### src/rtl/con_pkg.sv
// con_pkg: shared FSM state type, word width and button bit positions for
// the serial game-controller reader.
package con_pkg;

  typedef enum logic [2:0] {
    IDLE,
    LATCH,
    FIRST,
    CLK_LO,
    CLK_HI,
    DONE
  } con_fsm_e;

  localparam int CON_BITS = 16;

  // Bit positions inside con_state, in controller shift order.
  localparam int B      = 0;
  localparam int Y      = 1;
  localparam int SELECT = 2;
  localparam int START  = 3;
  localparam int UP     = 4;
  localparam int DOWN   = 5;
  localparam int LEFT   = 6;
  localparam int RIGHT  = 7;
  localparam int A      = 8;
  localparam int X      = 9;
  localparam int L      = 10;
  localparam int R      = 11;

endpackage

### src/rtl/sync2.sv
// sync2: generic two-flop synchronizer for slow asynchronous inputs.
module sync2 #(
  parameter int               WIDTH     = 1,
  parameter logic [WIDTH-1:0] RESET_VAL = '0
) (
  input  logic             clk,
  input  logic             rst,
  input  logic [WIDTH-1:0] d,
  output logic [WIDTH-1:0] q
);

  logic [WIDTH-1:0] meta;

  // First flop may go metastable; the second gives it a full cycle to settle.
  always_ff @(posedge clk) begin
    if (rst) begin
      meta <= RESET_VAL;
      q    <= RESET_VAL;
    end else begin
      meta <= d;
      q    <= meta;
    end
  end

endmodule

### src/rtl/con_reader.sv
// con_reader: drives the SNES-style latch/clock lines, shifts in 16 active-low
// button bits and publishes them as an active-high word, either periodically
// or on a one-shot request.
module con_reader
  import con_pkg::*;
#(
  parameter int LATCH_CYCLES = 600,
  parameter int HALF_CYCLES  = 150,
  parameter int POLL_CYCLES  = 833333
) (
  input  logic                clk,
  input  logic                rst,
  input  logic                poll_en,
  input  logic                poll_req,
  input  logic                con_data_in,
  output logic                con_latch_out,
  output logic                con_clk_out,
  output logic [CON_BITS-1:0] con_state,
  output logic                con_state_valid,
  output logic                busy
);

  localparam int TIMER_W = 20;
  localparam int CNT_MAX = (LATCH_CYCLES > HALF_CYCLES) ? LATCH_CYCLES : HALF_CYCLES;
  localparam int CNT_W   = $clog2(CNT_MAX + 1);
  localparam int IDX_W   = $clog2(CON_BITS);

  // A poll interval shorter than one transaction would make every timer start
  // land while busy; the sync2 latency also needs a few cycles of each half.
  generate
    if ((POLL_CYCLES <= LATCH_CYCLES + 31 * HALF_CYCLES + 4) ||
        (POLL_CYCLES > (1 << TIMER_W)) || (HALF_CYCLES < 3) || (LATCH_CYCLES < 1)) begin : g_bad_params
      $error("con_reader: illegal LATCH_CYCLES/HALF_CYCLES/POLL_CYCLES combination");
    end
  endgenerate

  con_fsm_e            state;
  logic [CNT_W-1:0]    cnt;
  logic [IDX_W-1:0]    idx;
  logic [CON_BITS-1:0] sh;
  logic [TIMER_W-1:0]  timer;
  logic                sync_data;
  logic                timer_hit;
  logic                start;
  logic                latch_done;
  logic                half_done;

  // Idle level is high (no button pressed), so the synchronizer resets to 1.
  sync2 #(
    .WIDTH     (1),
    .RESET_VAL (1'b1)
  ) u_sync (
    .clk (clk),
    .rst (rst),
    .d   (con_data_in),
    .q   (sync_data)
  );

  assign timer_hit  = poll_en && (timer == TIMER_W'(POLL_CYCLES - 1));
  assign start      = timer_hit || poll_req;
  assign latch_done = (cnt == CNT_W'(LATCH_CYCLES - 1));
  assign half_done  = (cnt == CNT_W'(HALF_CYCLES - 1));

  // Free-running poll interval timer; parked at zero while polling is disabled.
  always_ff @(posedge clk) begin
    if (rst || !poll_en) begin
      timer <= '0;
    end else if (timer_hit) begin
      timer <= '0;
    end else begin
      timer <= timer + TIMER_W'(1);
    end
  end

  // Transaction sequencer; every output is registered and changes with the state.
  always_ff @(posedge clk) begin
    if (rst) begin
      state           <= IDLE;
      cnt             <= '0;
      idx             <= '0;
      sh              <= '0;
      con_latch_out   <= 1'b0;
      con_clk_out     <= 1'b1;
      con_state       <= '0;
      con_state_valid <= 1'b0;
      busy            <= 1'b0;
    end else begin
      con_state_valid <= 1'b0;
      cnt             <= cnt + CNT_W'(1);
      unique case (state)
        IDLE: begin
          cnt <= '0;
          if (start) begin
            state         <= LATCH;
            idx           <= '0;
            con_latch_out <= 1'b1;
            busy          <= 1'b1;
          end
        end
        LATCH: begin
          if (latch_done) begin
            state         <= FIRST;
            cnt           <= '0;
            con_latch_out <= 1'b0;
          end
        end
        FIRST: begin
          if (half_done) begin
            sh[0]       <= ~sync_data;
            idx         <= IDX_W'(1);
            state       <= CLK_LO;
            cnt         <= '0;
            con_clk_out <= 1'b0;
          end
        end
        CLK_LO: begin
          if (half_done) begin
            state       <= CLK_HI;
            cnt         <= '0;
            con_clk_out <= 1'b1;
          end
        end
        CLK_HI: begin
          if (half_done) begin
            sh[idx] <= ~sync_data;
            cnt     <= '0;
            if (idx == IDX_W'(CON_BITS - 1)) begin
              state <= DONE;
            end else begin
              idx         <= idx + IDX_W'(1);
              state       <= CLK_LO;
              con_clk_out <= 1'b0;
            end
          end
        end
        DONE: begin
          con_state       <= sh;
          con_state_valid <= 1'b1;
          busy            <= 1'b0;
          cnt             <= '0;
          state           <= IDLE;
        end
        default: begin
          state <= IDLE;
        end
      endcase
    end
  end

endmodule

### config.mk
export PLATFORM = sky130hd
export DESIGN_NAME = con_reader
export DESIGN_NICKNAME = d
export VERILOG_FILES = /design/src/rtl/con_pkg.sv /design/src/rtl/sync2.sv /design/src/rtl/con_reader.sv
export SDC_FILE = /design/constraint.sdc
export NUM_CORES = 1
export LEC_CHECK = 0
export BUFFER_PORTS_ARGS = -buffer_cell sky130_fd_sc_hd__buf_4
export CAP_MARGIN = 20
export CORE_UTILIZATION = 49
export DETAILED_ROUTE_END_ITERATION = 7
export PLACE_DENSITY = 0.69
export SYNTH_ARGS = -nofsm -noshare
export SYNTH_HDL_FRONTEND = slang
export SYNTH_HIERARCHICAL = 1
export SYNTH_SLANG_ARGS = --single-unit
### constraint.sdc
create_clock -name clk -period 3.3 [get_ports clk]
set_clock_uncertainty 0.1 [all_clocks]
set_input_delay 0.495 -clock clk [delete_from_list [all_inputs] [get_ports clk]]
set_output_delay 0.495 -clock clk [all_outputs]
set_load 0.005 [all_outputs]
# Word level (Yosys, flattened, before mapping)
# Index checks and enable logic that the tools add are counted.
# op_classes
addsub	3
muxes	31
eq_ne	15
reduce_logical	21
magnitude_cmp	2
bitwise	1
# ops
operator	n
one-hot mux 10 bit (3 select lines)	1
adder 20 x 1 -> 20 bit, second input constant	1
equality test 20 bit, second input constant	1
2-to-1 mux 10 bit	2
2-to-1 mux 3 bit	6
bitwise mux 16 bit	1
2-to-1 mux 4 bit	4
one-hot mux 3 bit (5 select lines)	1
AND reduction 5 bit	3
inequality test 2 bit, second input constant	6
one-hot mux 4 bit (3 select lines)	1
adder 10 x 1 -> 10 bit, second input constant	1
equality test 10 bit, second input constant	1
equality test 10 x 8 -> 1 bit, second input constant	1
2-to-1 mux 1 bit	10
equality test 3 x 2 -> 1 bit, second input constant	2
equality test 3 bit, second input constant	2
one-hot mux 1 bit (2 select lines)	3
AND reduction 3 bit	2
nonzero test 2 bit	3
nonzero test 3 bit	2
< comparator 4 x 5 -> 1 bit, second input constant	1
adder 4 x 1 -> 4 bit, second input constant	1
demux 1 bit (select 4 bit)	1
12 further kinds	16
# word_totals
ff_bits	75
output_inout_bits	20
in_bits	5

# Longest topological paths before layout
# Gate-level depths: netlist of run 1.
# logic_depth
word_depth	7
mapped_depth	9
ltp_nobuf	7

# Modules after synthesis
# The synthesis of run 1 kept the hierarchy.
# by_module_without_submodules
module	instances	area_each_um2	cells_each
con_reader	1	3305.7	398
sync2	1	52.6	4

# Worst setup path before layout of run 1
# No wires, ideal clock.
# synth_timing
path_type	register -> register
from	register cnt[0]
to	register cnt[2]
path_stages_with_launch	7
required_ps	3069
arrival_time_ps	1838
path_buffers	0
slack_ps	1231
cell_sequence	dfxtp_1 -> ha_1 -> nor4bb_1 -> nand3_1 -> a22o_1 -> a22oi_2 -> nor2_1
# synth_between
elab_chain_len	3
# synth_lines
element	line_no	rtl
start, declared	con_reader.sv:38	logic [CNT_W-1:0] cnt;
start signal, assigned	con_reader.sv:89	cnt <= cnt + CNT_W'(1);
adder 10 x 1 -> 10 bit (tied with other cells)	con_reader.sv:89	
2-to-1 mux 10 bit, on equally long branches	--	
one-hot mux 10 bit (3 select lines) *	con_reader.sv:90	unique case (state)
# Every way passes the cells marked *; elsewhere a longest branch is shown, timed or not.
# A chain may end at the register's enable or synchronous reset.

# Worst setup path in the final report of run 1
# layout_timing
from	register timer[3]
to	register timer[4]
# layout_between
elab_chain_len	3
# layout_lines
element	line_no	rtl
start, declared	con_reader.sv:41	logic [TIMER_W-1:0] timer;
start signal, assigned	con_reader.sv:71	timer <= timer + TIMER_W'(1);
branches (longest 3 deep; another with adder 20 x 1 -> 20 bit)	--	
# Several ways; the timed one is not identified.

==> results of run 1 <==
[layout make-up]
type	count	area share
clock inverters	6	0.01872
repair buffers	25	0.05013
flip-flops and latches	75	0.4011
clock buffers	10	0.03676
well taps	77	0.02574
multi-input cells	289	0.4525
inverters	15	0.01504
[worst paths after layout]
check	start	to	slack [ps]
min	con_data_in	u_sync/meta	230
min reg2reg	u_sync/meta	u_sync/q	310
max reg2reg	timer[3]	timer[4]	810
max	timer[3]	timer[4]	810
[layer usage]
metal  GRT usage  part of all wire
met5           0                 0
met4     0.08320             0.018
met3     0.05113             0.028
met2      0.3481              0.49
met1      0.2222              0.46
[flip-flops by register name, indices dropped and copies added (netlist names), 3 cells and up]
signal	flops
cnt	10
sh	16
idx	4
con_state	16
timer	20
state	3
[power by group]
group          total, mW  leakage, nW  internal (mW)  switching, mW
registers          0.938        0.606          0.918         0.0198
clock network      0.724       0.0955          0.375          0.349
logic              0.110        0.586         0.0426         0.0670
[kinds of logic after synthesis]
kind of cell | after synthesis | synth area share
simple gates | 177 | 0.2634
compound gates | 80 | 0.1487
flops | 75 | 0.4471
buf+inv | 38 | 0.04843
xor+xnor | 24 | 0.06259
fa+ha+maj | 8 | 0.02981
[critical path, stage by stage, from the launching register on]
cell	delay [ps]
dfxtp_1	360
or4_4	520
or4_4	540
o211ai_2	690
nor2_1	120
[synthesized netlist by cell type, types with 9 or more instances]
| cell | instances |
|---|---|
| a21oi_1 | 38 |
| nand2_1 | 47 |
| clkbuf_1 | 16 |
| dfxtp_1 | 75 |
| nor2_1 | 42 |
| nor3_1 | 12 |
| nand3_1 | 22 |
| xnor2_1 | 12 |
| xor2_1 | 12 |
| inv_1 | 15 |
| a311oi_1 | 9 |
[per-stage QoR]
| step | power (mW) | setup slack, ps | area (µm²) | cells |
|---|---|---|---|---|
| 3_3_place_gp | 1.066 | 856.0 | 3536 | 481 |
| 2_1_floorplan | 1.038 | 1231 | 3358 | 402 |
| 5_1_grt | 1.843 | 627.3 | 3744 | 497 |
| 6_report | 1.771 | 812.4 | 3744 | 497 |
| 4_1_cts | 1.790 | 796.8 | 3744 | 497 |
| 3_5_place_dp | 1.069 | 802.6 | 3536 | 481 |
==> results.toml, run 1 <==
[placed_design]
gp_congestion = 0.7800
portBuffers = 24
hpwl_mm = 4.425

[routing]
ant_nets = 0
drtPass1Iterations = 7
via_per_inst = 5.535
drtIter0Drc = 117
wire_per_inst_um = 12.91
routed_wl_mm = 6.415
via_count = 2751
drc = 5

[final_layout]
multiInputGateArea_um2 = 1694
syn_to_final_growth_pct = 11.48
layout_common_cells = "dfxtp_1 (75), nand2_1 (47), nor2_1 (42), a21oi_1 (38), buf_4 (25)"
drive_above_1_share = 0.1190
final_nets = 428
antenna_cells = 0
seqCellArea_um2 = 1501
fin_util = 0.5764
layout_commonest_cell = "dfxtp_1"
num-fill-cells = 617

[synthesis]
syn_avg_cell_area_um2 = 8.354
syn_inst = 402
yosysUniqueCellTypes = 46
synth_area_leaders = "dfxtp_1 (45%), a21oi_1 (5.7%), nand2_1 (5.3%)"
synth_nets = 415
synth-async-reset-ratio = 0
synth_area_um2 = 3358
yosys_warnings = 6
yosysSeqAreaShare = 0.4471
postSynthRegisterBits = 75
yosysTopAreaCell = "dfxtp_1"
synth_top_area_frac = 0.4471
synth_edf_count = 0
synth_ff_type = "dfxtp_1"

[critical_path]
crit_required_ps = 3390
crit_path_start_kind = "flop"
reg2reg_depth = 4
cp_max_fo = 20
worst_ep_arrival_time_ps = 2580
criticalPathCategory = "flop to flop"
endpoint_kind = "flop"

[min_path]
min_path_type = "input pin to flop"
hold_depth = 2

[timing]
fin_hold_ws_ps = 229.5
period_share = 0.7538
min_period_ps = 2488
fmax_mhz = 402.0
finalHoldViolations = 0
setup_viol = 0
slew_violations = 0
worst_slew_pin_slew_ps = 820.0
fin_tns_setup_ps = 0
max_slew_margin = 0.4517
rsz0062_at_grt = "false"

[die]
die_width_um = 84.79
core_um2 = 6495
row_count = 29
dieArea_um2 = 7189
num_io_pins = 25
initial_core_util = 0.5170
die_height_um = 84.79

[status]
violations = "design-rule violations"
status = "finished with violations"

[clocking]
cts.sinks = 75
cts_inserted_buffers = 9
post_cts_buffers = 0
hold_buffers = 0
clock_path_buffers = 2
clock_latency_ps = 350
cts_tree = "done"
htreeDepth = 3
cts_resized = 0
clockRootBuffer = "clkbuf_8"
clkTransAtPathRegs_ps = 80

[power]
p_leak_nw = 1.287
vdd_ir_drop_max_mv = 0.2727
powerDensity_nw_per_um2 = 473.1

[global_route]
grt_max_degree = 49
antenna_found_initial = 0
grt_pass1_vias = 2526
globalRouteOverflowTotal = 0
grt_pass1_wl_mm = 11.21
grt_usage = 0.1959

[flow_run]
cap_viol_max_count = 0
Power figures use the tool's default switching activity.
==> run 2: changes to the inputs <==
--- a/config.mk
+++ b/config.mk
@@ -5,6 +5,7 @@
 export SDC_FILE = /design/constraint.sdc
 export NUM_CORES = 1
 export LEC_CHECK = 0
+export ABC_AREA = 1
 export BUFFER_PORTS_ARGS = -buffer_cell sky130_fd_sc_hd__buf_4
 export CAP_MARGIN = 20
 export CORE_UTILIZATION = 49
==> constraint.sdc (replaced) <==
create_clock -name clk -period 2.3 [get_ports clk]
set_clock_uncertainty 0.1 [all_clocks]
set_input_delay 0.345 -clock clk [delete_from_list [all_inputs] [get_ports clk]]
set_output_delay 0.345 -clock clk [all_outputs]
set_load 0.005 [all_outputs]
==> results.toml, run 2 <==
[status]
status = "complete, no violations"

[timing]
rsz0062_at_grt = "false"
fmax_mhz = 589.2
min_period_ps = 1697
setup_viol = 0
max_slew_margin = 0.6672
period_share = 0.7380
finalHoldViolations = 0
worst_slew_pin_slew_ps = 497.4
slew_violations = 0
fin_tns_setup_ps = 0
finalWorstSetupSlack_ps = 602.7

[power]
power_mw = 3.454
p_leak_nw = 1.851
powerDensity_nw_per_um2 = 837.8
vdd_ir_drop_max_mv = 0.4382

[global_route]
antenna_found_initial = 0
globalRouteOverflowTotal = 0
grt_max_degree = 40
grt_pass1_wl_mm = 12.43
grt_pass1_vias = 2758
grt_usage = 0.2073

[final_layout]
antenna_cells = 0
fin_util = 0.5937
layout_commonest_cell = "nor2_1"
fin_cells = 626
final_nets = 539
top_register = "timer"
layout_common_cells = "nor2_1 (105), nand2_1 (87), dfxtp_1 (75), inv_1 (49), nand3_1 (45)"
syn_to_final_growth_pct = 14.53
reg_top3 = "timer: 20 flops, con_state: 16 flops, sh: 16 flops"
drive_above_1_share = 0.1491
multiInputGateArea_um2 = 1824
seqCellArea_um2 = 1501
num-fill-cells = 659
largest_register_ff_count = 20

[die]
dieArea_um2 = 7693
initial_core_util = 0.5184
die_width_um = 87.71
core_um2 = 6944
die_height_um = 87.71
row_count = 30
num_io_pins = 25

[clocking]
clockRootBuffer = "clkbuf_8"
cts_inserted_buffers = 9
post_cts_buffers = 0
htreeDepth = 3
cts_tree = "done"
cts_resized = 0
cts.sinks = 75
hold_buffers = 0
clkTransAtPathRegs_ps = 70
clock_latency_ps = 350
clock_path_buffers = 2

[critical_path]
cp_max_fo = 6
criticalPathCategory = "flop to flop"
crit_path_start_kind = "flop"
crit_required_ps = 2490
worst_ep_arrival_time_ps = 1890
rrSetupSlack_ps = 600
endpoint_kind = "flop"
reg2reg_depth = 8

[routing]
drtIter0Drc = 105
drc = 0
ant_nets = 0
via_per_inst = 4.930
drtPass1Iterations = 4
wire_per_inst_um = 11.39
via_count = 3086
routed_wl_mm = 7.132

[synthesis]
synth_ff_type = "dfxtp_1"
synth_nets = 510
synth-async-reset-ratio = 0
yosysTopAreaCell = "dfxtp_1"
postSynthRegisterBits = 75
yosysUniqueCellTypes = 35
yosys_warnings = 6
synth_edf_count = 0
synth_area_leaders = "dfxtp_1 (42%), nor2_1 (11%), nand2_1 (9.1%)"
yosysSeqAreaShare = 0.4171
syn_avg_cell_area_um2 = 7.243
syn_inst = 497
synth_common_cells = "nor2_1 (105), nand2_1 (87), dfxtp_1 (75)"
yosysMostFrequentCell = "nor2_1"
synth_area_um2 = 3600
synth_top_area_frac = 0.4171

[placed_design]
hpwl_mm = 5.057
portBuffers = 24
dp.cells = 611
post-place-ws_ps = 606.6
gp_congestion = 0.8404

[min_path]
hold_depth = 3
min_path_type = "input pin to flop"

[flow_run]
cap_viol_max_count = 0
run 2: cell count changes after synthesis, sizes merged, moves of 6 or more:
cell | previous run | this run
inv | 15 | 56
nor2b | 6 | 0
nand3 | 22 | 47
nor4 | 6 | 0
a21oi | 38 | 32
clkbuf | 18 | 4
nand2 | 47 | 97
a311oi | 9 | 0
and3 | 8 | 0
xnor2 | 12 | 3
o21ai | 10 | 20
nor2 | 42 | 112
run 2: critical path, cell delays in order, from the launching register on:
cell and delay [ps]:
dfxtp_1 420, ha_1 210, nand3_1 120, nor2_2 180, nand2_2 100, nor3_2 200, xor2_1 180, inv_1 60
nor2_1 70
run 2: cells by family (layout without fill, tap and decap cells):
family	count (synthesis)	count (layout)	share of synthesized area
AND/OR/NAND/NOR	283	283	0.3743
flip-flops	75	75	0.4171
buffers and inverters	67	100	0.07612
AO/OA/AOI/OAI	52	52	0.07543
XOR/XNOR	12	12	0.02920
adder cells (fa/ha/maj)	8	8	0.02781
run 2: per-layer routing:
layer	up-vias	global-route usage	routed length (µm)
met3	6	0.05090	277
met1	1400	0.2646	3457
li1	1629	-	-
met5	-	0	0
met2	51	0.3312	3331
met4	0	0.09389	65
run 2: metrics by stage:
step	instance area (µm²)	hold WS [ps]
floorplan	3600	279.5
global placement	3874	288.0
detailed placement	3874	286.7
CTS	4123	62.82
global route	4123	77.73
finish	4123	77.90
run 2: worst paths after layout:
| check | start | to |
|---|---|---|
| max | timer[0] | timer[14] |
| min | con_data_in | u_sync/meta |
| max reg2reg | timer[0] | timer[14] |
| min reg2reg | u_sync/meta | u_sync/q |
run 2: layout make-up:
| class | instances | area share |
|---|---|---|
| Multi-Input combinational cell | 355 | 0.4425 |
| Inverter | 57 | 0.05281 |
| Clock inverter | 4 | 0.02367 |
| Sequential cell | 75 | 0.3642 |
| Clock buffer | 11 | 0.03672 |
| Tap cell | 96 | 0.02914 |
| Timing Repair Buffer | 28 | 0.05099 |
run 2: where the power goes:
group | leakage, nW | switching (mW) | internal (mW) | total [mW]
clock | 0.122 | 0.470 | 0.774 | 1.24
combinational | 1.12 | 0.500 | 0.265 | 0.764
sequential | 0.606 | 0.0790 | 1.37 | 1.45
